File: src/rtl/mult_table_pkg.sv
// Shared constants, response codes and FSM states for the times-table block.
// No logic of its own; latency is defined by the modules that import it.
// No backpressure is involved; declarations only.
package mult_table_pkg;

   localparam int OP_W_DEF  = 3;
   localparam int IDX_W_DEF = 2 * OP_W_DEF;
   localparam int DEPTH_DEF = 1 << IDX_W_DEF;

   localparam logic [1:0] RESP_OKAY   = 2'b00;
   localparam logic [1:0] RESP_SLVERR = 2'b10;

   typedef enum logic {
      S_INIT = 1'b0,
      S_RUN  = 1'b1
   } state_t;

endpackage

File: src/rtl/mult_table_mem.sv
// 2R1W register array holding the times table; storage itself is never reset.
// Read ports are registered: address in cycle N, data valid in cycle N+1 and held until next enable.
// No backpressure: every port is accepted every cycle; same-cycle write/read returns the old entry.
module mult_table_mem
   import mult_table_pkg::*;
#(
   parameter int IDX_W = IDX_W_DEF,
   parameter int ENT_W = IDX_W_DEF
) (
   input  logic             clk,
   input  logic             rst,
   input  logic             we,
   input  logic [IDX_W-1:0] waddr,
   input  logic [ENT_W-1:0] wdata,
   input  logic             rd_en_a,
   input  logic [IDX_W-1:0] raddr_a,
   output logic [ENT_W-1:0] rdata_a,
   input  logic             rd_en_b,
   input  logic [IDX_W-1:0] raddr_b,
   output logic [ENT_W-1:0] rdata_b
);

   localparam int DEPTH = 1 << IDX_W;

   logic [ENT_W-1:0] mem [DEPTH];

   // Single write port; contents are rebuilt by the init sequence, so no reset here.
   always_ff @(posedge clk) begin
      if (we) begin
         mem[waddr] <= wdata;
      end
   end

   // Lookup read port: holds its last value between enables.
   always_ff @(posedge clk or negedge rst) begin
      if (!rst) begin
         rdata_a <= '0;
      end else if (rd_en_a) begin
         rdata_a <= mem[raddr_a];
      end
   end

   // Bus read port: holds its last value between enables.
   always_ff @(posedge clk or negedge rst) begin
      if (!rst) begin
         rdata_b <= '0;
      end else if (rd_en_b) begin
         rdata_b <= mem[raddr_b];
      end
   end

endmodule

File: src/rtl/mult_table_axil.sv
// Writable times table, self-initialised after reset, served on a lookup port and an AXI4-Lite slave.
// Latency: lookup and AR both 1 cycle to data; B follows 1 cycle after both AW and W are held.
// Backpressure: one write and one read outstanding; readies drop until B / R handshake completes.
module mult_table_axil
   import mult_table_pkg::*;
#(
   parameter int OP_W   = OP_W_DEF,
   parameter int ADDR_W = 32,
   parameter int DATA_W = 32
) (
   input  logic                clk,
   input  logic                rst,
   input  logic [OP_W-1:0]     a,
   input  logic [OP_W-1:0]     b,
   input  logic                read,
   output logic [2*OP_W-1:0]   result,
   output logic                result_valid,
   output logic                init_done,
   input  logic [ADDR_W-1:0]   s_axi_awaddr,
   input  logic                s_axi_awvalid,
   output logic                s_axi_awready,
   input  logic [DATA_W-1:0]   s_axi_wdata,
   input  logic [DATA_W/8-1:0] s_axi_wstrb,
   input  logic                s_axi_wvalid,
   output logic                s_axi_wready,
   output logic [1:0]          s_axi_bresp,
   output logic                s_axi_bvalid,
   input  logic                s_axi_bready,
   input  logic [ADDR_W-1:0]   s_axi_araddr,
   input  logic                s_axi_arvalid,
   output logic                s_axi_arready,
   output logic [DATA_W-1:0]   s_axi_rdata,
   output logic [1:0]          s_axi_rresp,
   output logic                s_axi_rvalid,
   input  logic                s_axi_rready
);

   localparam int IDX_W = 2 * OP_W;
   localparam int ENT_W = 2 * OP_W;
   localparam int DEPTH = 1 << IDX_W;

   // ---------------- init FSM ----------------
   state_t           state_q, state_d;
   logic [IDX_W-1:0] idx_q, idx_d;
   logic             init_we;
   logic             run;
   logic [ENT_W-1:0] init_prod;

   // State and fill counter registers.
   always_ff @(posedge clk or negedge rst) begin
      if (!rst) begin
         state_q <= S_INIT;
         idx_q   <= '0;
      end else begin
         state_q <= state_d;
         idx_q   <= idx_d;
      end
   end

   // Walk every index once, writing its product, then open the ports.
   always_comb begin
      state_d = state_q;
      idx_d   = idx_q;
      init_we = 1'b0;
      case (state_q)
         S_INIT: begin
            init_we = 1'b1;
            idx_d   = idx_q + 1'b1;
            if (idx_q == IDX_W'(DEPTH - 1)) begin
               state_d = S_RUN;
            end
         end
         S_RUN: begin
            state_d = S_RUN;
         end
         default: begin
            state_d = S_INIT;
         end
      endcase
   end

   assign run       = (state_q == S_RUN);
   assign init_done = run;
   assign init_prod = ENT_W'(idx_q[IDX_W-1:OP_W]) * ENT_W'(idx_q[OP_W-1:0]);

   // ---------------- AXI write channel ----------------
   logic             aw_got, w_got;
   logic [IDX_W-1:0] aw_idx;
   logic             aw_oor;
   logic [ENT_W-1:0] w_dat;
   logic             w_strb0;
   logic             aw_hs, w_hs, wr_fire;

   assign s_axi_awready = run && !aw_got && !s_axi_bvalid;
   assign s_axi_wready  = run && !w_got  && !s_axi_bvalid;
   assign aw_hs         = s_axi_awvalid && s_axi_awready;
   assign w_hs          = s_axi_wvalid  && s_axi_wready;
   assign wr_fire       = aw_got && w_got;

   // Capture AW and W independently; commit and raise B once both are held.
   always_ff @(posedge clk or negedge rst) begin
      if (!rst) begin
         aw_got       <= 1'b0;
         w_got        <= 1'b0;
         aw_idx       <= '0;
         aw_oor       <= 1'b0;
         w_dat        <= '0;
         w_strb0      <= 1'b0;
         s_axi_bvalid <= 1'b0;
         s_axi_bresp  <= RESP_OKAY;
      end else begin
         if (aw_hs) begin
            aw_got <= 1'b1;
            aw_idx <= s_axi_awaddr[IDX_W+1:2];
            aw_oor <= |(s_axi_awaddr >> (IDX_W + 2));
         end
         if (w_hs) begin
            w_got   <= 1'b1;
            w_dat   <= s_axi_wdata[ENT_W-1:0];
            w_strb0 <= s_axi_wstrb[0];
         end
         if (wr_fire) begin
            aw_got       <= 1'b0;
            w_got        <= 1'b0;
            s_axi_bvalid <= 1'b1;
            s_axi_bresp  <= aw_oor ? RESP_SLVERR : RESP_OKAY;
         end else if (s_axi_bvalid && s_axi_bready) begin
            s_axi_bvalid <= 1'b0;
         end
      end
   end

   // ---------------- AXI read channel ----------------
   logic ar_hs, ar_oor, rd_err;

   assign s_axi_arready = run && !s_axi_rvalid;
   assign ar_hs         = s_axi_arvalid && s_axi_arready;
   assign ar_oor        = |(s_axi_araddr >> (IDX_W + 2));

   // One read outstanding; response holds until rready.
   always_ff @(posedge clk or negedge rst) begin
      if (!rst) begin
         s_axi_rvalid <= 1'b0;
         rd_err       <= 1'b0;
      end else if (ar_hs) begin
         s_axi_rvalid <= 1'b1;
         rd_err       <= ar_oor;
      end else if (s_axi_rvalid && s_axi_rready) begin
         s_axi_rvalid <= 1'b0;
      end
   end

   // ---------------- lookup port ----------------
   // Pulse marks the cycle the lookup data register was refreshed.
   always_ff @(posedge clk or negedge rst) begin
      if (!rst) begin
         result_valid <= 1'b0;
      end else begin
         result_valid <= run && read;
      end
   end

   // ---------------- storage ----------------
   logic             mem_we;
   logic [IDX_W-1:0] mem_waddr;
   logic [ENT_W-1:0] mem_wdata;
   logic [ENT_W-1:0] mem_rdata_b;

   assign mem_we    = init_we || (wr_fire && !aw_oor && w_strb0);
   assign mem_waddr = init_we ? idx_q     : aw_idx;
   assign mem_wdata = init_we ? init_prod : w_dat;

   mult_table_mem #(
      .IDX_W (IDX_W),
      .ENT_W (ENT_W)
   ) u_mem (
      .clk     (clk),
      .rst     (rst),
      .we      (mem_we),
      .waddr   (mem_waddr),
      .wdata   (mem_wdata),
      .rd_en_a (run && read),
      .raddr_a ({a, b}),
      .rdata_a (result),
      .rd_en_b (ar_hs && !ar_oor),
      .raddr_b (s_axi_araddr[IDX_W+1:2]),
      .rdata_b (mem_rdata_b)
   );

   assign s_axi_rdata = rd_err ? '0 : DATA_W'(mem_rdata_b);
   assign s_axi_rresp = rd_err ? RESP_SLVERR : RESP_OKAY;

   // Byte offset, upper data bits and upper strobes carry no meaning for this table.
   logic unused_bits;
   assign unused_bits = &{1'b0, s_axi_awaddr[1:0], s_axi_araddr[1:0],
                          s_axi_wdata[DATA_W-1:ENT_W], s_axi_wstrb[DATA_W/8-1:1]};

endmodule
File: config.mk
export PLATFORM = sky130hd
export DESIGN_NAME = mult_table_axil
export DESIGN_NICKNAME = d
export VERILOG_FILES = /design/src/rtl/mult_table_pkg.sv /design/src/rtl/mult_table_mem.sv /design/src/rtl/mult_table_axil.sv
export SDC_FILE = /design/constraint.sdc
export NUM_CORES = 1
export LEC_CHECK = 0
export ABC_AREA = 1
export BUFFER_PORTS_ARGS = -buffer_cell sky130_fd_sc_hd__buf_2
export CAP_MARGIN = 20
export CORE_MARGIN = 1
export CORE_UTILIZATION = 40
export DETAILED_ROUTE_END_ITERATION = 16
export SLEW_MARGIN = 20
export SYNTH_ARGS = -nofsm -noshare
export SYNTH_HDL_FRONTEND = slang
export SYNTH_HIERARCHICAL = 1
export SYNTH_SLANG_ARGS = --single-unit
File: constraint.sdc
create_clock -name clk -period 11.82 [get_ports clk]
set_clock_uncertainty 0.15 [all_clocks]
set_input_delay 0.591 -clock clk [delete_from_list [all_inputs] [get_ports clk]]
set_output_delay 0.591 -clock clk [all_outputs]
set_load 0.005 [all_outputs]
# == Word-level counts from Yosys, hierarchy flattened ==
# Memory sizes are Yosys's and may differ from the RTL's. A register that Yosys moved wholly into a read port is not among the register bits.
# Cells that the tools add are included.
# classes
n_addsub,1
eq_ne,1
bitwise_logic,1
reduce_logical,30
multipliers,1
mux,18
# op_table
op,n
$reduce_or 24->1,2
$mux 6,3
$logic_and 1x1->1,15
$mux 1,12
$logic_not 1->1,8
$reduce_bool 2->1,4
$add 6x1->6 const B,1
$eq 6x6->1 const B,1
$mul 3x3->6,1
$mux 2,2
$pmux 1 s2,1
$logic_or 1x1->1,1
$not 1->1,1
# totals
n_memories,1
in_bits,114
word_cells,66
reg_bits,29
ramBits,384
# mem_list
name,words,width,read_ports,rd_clocked_by_memory_dff,wr,line_no,rtl
u_mem.mem,64,6,2,2,1,mult_table_mem.sv:25,logic [ENT_W-1:0] mem [DEPTH];

# == Depth between registers and ports, before layout ==
# logic_depth
word_depth,6
depth_mapped,13
mapped_depth_nobuf,11

# == Hierarchy ==
# Netlist, hierarchy kept.
# by_module_without_submodules
module,seq_area_each_um2,instances,area_each_um2,cells_each
mult_table_mem,11831.3,1,19969.2,2268
mult_table_axil,700.7,1,1905.6,275

# == Worst setup path after synthesis ==
# Ideal clock, no wire load.
# synth_path
path_type,register to register
from,register idx_q[2]
to,memory u_mem/mem[0][4] in the netlist's numbering (data pin)
path_stages_with_launch,9
required_time_ps,10968
arrival_ps,4319
setup_ps,702
slack_ps,6650
cell_sequence,dfrtp_1 > nand2_1 > inv_1 > fa_1 > ha_1 > inv_1 > fa_1 > xor2_1 > o21ai_0
# synth_via
elab_chain_cells,2
# synth_lines
item,line_no,rtl
start: declaration,mult_table_axil.sv:44,"logic [IDX_W-1:0] idx_q, idx_d;"
start signal: assignment,mult_table_axil.sv:56,idx_q <= idx_d;
$mul 3x3->6,mult_table_axil.sv:84,assign init_prod = ENT_W'(idx_q[IDX_W-1:OP_W]) * ENT_W'(idx_q[OP_W-1:0]);
$mux 6,mult_table_axil.sv:171,assign mem_wdata = init_we ? init_prod : w_dat;
net mem_wdata[4],mult_table_axil.sv:166,logic [ENT_W-1:0] mem_wdata;
end: declaration,mult_table_mem.sv:25,
# The timed path passes the listed nets, and every way through them passes these cells.

# == Final worst setup path ==
# layout_path
from,register state_q (netlist: init_done)
to,"memory u_mem/mem[9][1] in the netlist's numbering, enable pin"
# layout_via
word_cells_on_any_way,5
classes_between,mux: 4; reduce/logical: 1
# layout_rtl
item,line_no,rtl
start: declaration,mult_table_axil.sv:43,"state_t state_q, state_d;"
start signal: assignment,mult_table_axil.sv:55,state_q <= state_d;
$mux 6,mult_table_axil.sv:170,assign mem_waddr = init_we ? idx_q : aw_idx;
net mem_waddr[1],mult_table_axil.sv:165,logic [IDX_W-1:0] mem_waddr;
# The timed path passes the listed nets, and every way through them passes these cells.

==> run metrics <==
top cells by area, synth=edfxtp_1, nand2_1, nand3_1; antenna violations before repair=3; WHS Endpoint=s_axi_bvalid; Yosys top cell area share=52.7%; CTS tree=yes; path depth of the worst reg2reg path=6; RSZ-0062 raised after global routing=no; die area=0.0556 mm2; commonest non-fill, non-tap cell in the layout=nand2_1; clock power share=42.5%; detailed placement HPWL=40.3 mm; Seq/Total Area, Yosys=57.3%; Period minus WS final=4.27 ns; status=completed; Die Ht=236 um; r2r endpoint=u_mem/mem[9][1]; maximum operating frequency=0.234 GHz; total grt overflow=0; vias in the first global route=18203; Cell variety after synth=25; Synth Instances=2543; Sw Share=24.6%; DR vias=18785; hold path cells=2; Final Power=3.30 mW; CP arrival=4.34 ns; crit path kind=reg -> reg; Post-Route WL=69.8 mm; Synth Warn #=6; Starting DRT DRC Count=2172; worst path required time=11.89 ns; share of post-route cells with drive strength above 1=8.23%; worst rel slew slack=17.4%; H-tree depth=2; Ports=163; Max FO, Critical Path=24; Flop pwr share=48.9%; Nets=2673; gr usage total=24.8%; setup bufs post-CTS=0; pin count of the biggest net entering global routing=99; later-pin clock latency in the skew report=0.60 ns; post-synth design cell area=0.0219 mm2; final hold vios=0; CP startpoint=init_done; Die Width=236 um; crit-path cells=inv_2 > nand2_1 > nand2_1 > inv_1 > nand4_1 > nor2_1; routed len/inst=21.3 um; Hold Crit Class=in -> reg; vias per inst=5.72; Tcrit/Tclk final=36.2%; Power per Cell Area=137 mW/mm2; CP Launch Type=register; GP Congestion=0.922; Mean Syn Cell Area=8.60 um2; Yosys top cell by area=edfxtp_1; Final Max Slew Viols=0; R2R setup slack=7.55 ns; most frequent cells in the layout=nand2_1, nand3_1, edfxtp_1; endpoint class of the critical path=register; worst-margin pin slew=1.24 ns; # resized after CTS=0; first-pass GRT wire length=105 mm; slowest CP cell=nor2_1; NetSw=812 uW; Post-DRT Antenna Nets=0; DRC violations left=0; Int Power=2.49 mW; crit-path most repeated cell=nand2_1; TNS Setup=0 ns; worst vdd ir=99.0 uV; combinational power share=8.6%; drt pass-1 iters=6; Max Cap Viol=0; critical path's largest stage delay=0.99 ns; HP Start=s_axi_bready; # rows=85; root buffer cell=clkbuf_16; number of synthesized register bits=424; Setup Viol. Count Final=0; Core Region=0.0539 mm2; Lkg Pwr=9.72 nW; Port Buffer Count=101; Initial Util=40.6%; r2r startpoint=init_done; clock buffer depth=3; Worst-path clk slew=0.06 ns; Num CTS Buffers=47; clk sink count=424; synthesis-to-layout area growth=10.2%
worst max path at each step:
stage                       endpoint  cells after the start  slack, ns
floorplan            u_mem/mem[0][4]                      8       6.65
global placement    u_mem/rdata_a[0]                     14       7.53
detailed placement  u_mem/rdata_a[0]                     14       7.50
CTS                 u_mem/mem[11][5]                      6       7.69
global route        u_mem/mem[11][5]                      6       7.46
finish               u_mem/mem[9][1]                      6       7.55
cell usage after synthesis:
library cell,count
nor2_4,1
xor2_1,4
dfrtp_1,40
nand2_2,1
xnor2_1,1
a21o_1,1
nand3_1,715
nand4_1,9
inv_1,48
clkbuf_1,34
edfxtp_1,384
buf_2,104
or2_2,1
inv_2,5
ha_1,6
fa_1,2
o21ai_0,8
buf_1,14
a21oi_1,3
nor3_4,1
buf_4,45
conb_1,1
nor4_1,8
nand2_1,1003
nor2_1,104
state kept, by name, summed over array words and instances (netlist names), 6 cells and up:
register / count
w_dat: 6
u_mem/mem: 384
u_mem/rdata_b: 6
u_mem/rdata_a: 6
aw_idx: 6
idx_q: 6
kinds of logic (layout without fill, tap and decap cells):
group / count (synthesis) / count (layout) / share of synthesized area [%]
AOI/OAI and AO/OA: 12 / 12 / 0.286
xor gates and xnor gates: 5 / 5 / 0.200
adders and majority gates: 8 / 8 / 0.526
buffers and inverters: 250 / 267 / 5.66
DFF: 424 / 424 / 57.3
other: 1 / 30 / 0.0171
and+or+nand+nor: 1843 / 1843 / 36.0
timing repair:
action                     CTS  global route
hold buffers                 2             0
hold endpoints to repair    32             0
setup endpoints to repair    0             0
critical path, delay by kind of cell, from the launching register on:
family	cells	cell delay, ns
flip-flops	1	0.94
AND/OR/NAND/NOR	4	2.20
buffers and inverters	2	0.60
per-stage QoR:
step           instances  cell area (um2)  setup slack, ns  util [%]  hold WS [ns]
4_1_cts             3282            24100             7.69      44.6        0.0244
3_3_place_gp        3195            22600             7.53      41.9         0.308
5_1_grt             3285            24100             7.46      44.7        0.0472
2_1_floorplan       2570            22000             6.65         -         0.145
3_5_place_dp        3195            22600             7.50      41.9         0.310
6_report            3285            24100             7.55      44.7        0.0446
power groups by stage:
| stage | clock [mW] | combinational [mW] | sequential [mW] |
|---|---|---|---|
| 2_1_floorplan | 0 | 0.185 | 1.64 |
| 3_3_place_gp | 0 | 0.270 | 1.65 |
| 3_5_place_dp | 0 | 0.273 | 1.65 |
| 4_1_cts | 1.42 | 0.274 | 1.61 |
| 5_1_grt | 1.47 | 0.303 | 1.61 |
| 6_report | 1.40 | 0.283 | 1.61 |
routing by layer:
metal  share of wire [%]  vias up  track usage, %
met1                  40     8986            32.4
met5               0.016        -               0
met2                  47      998            39.8
met3                 9.1      199            4.33
met4                 4.3        2            12.3
li1                    -     8600               -
final cells by class:
cell class | count | area, um2
inverter | 53 | 206
fill | 5086 | 29800
sequential | 424 | 12500
clock buffer | 60 | 1300
tap | 696 | 871
antenna | 2 | 5.00
clock inverter | 25 | 161
timing repair buffer | 129 | 751
multi-input combinational | 1896 | 8270
(Power assumes the default switching activity.)
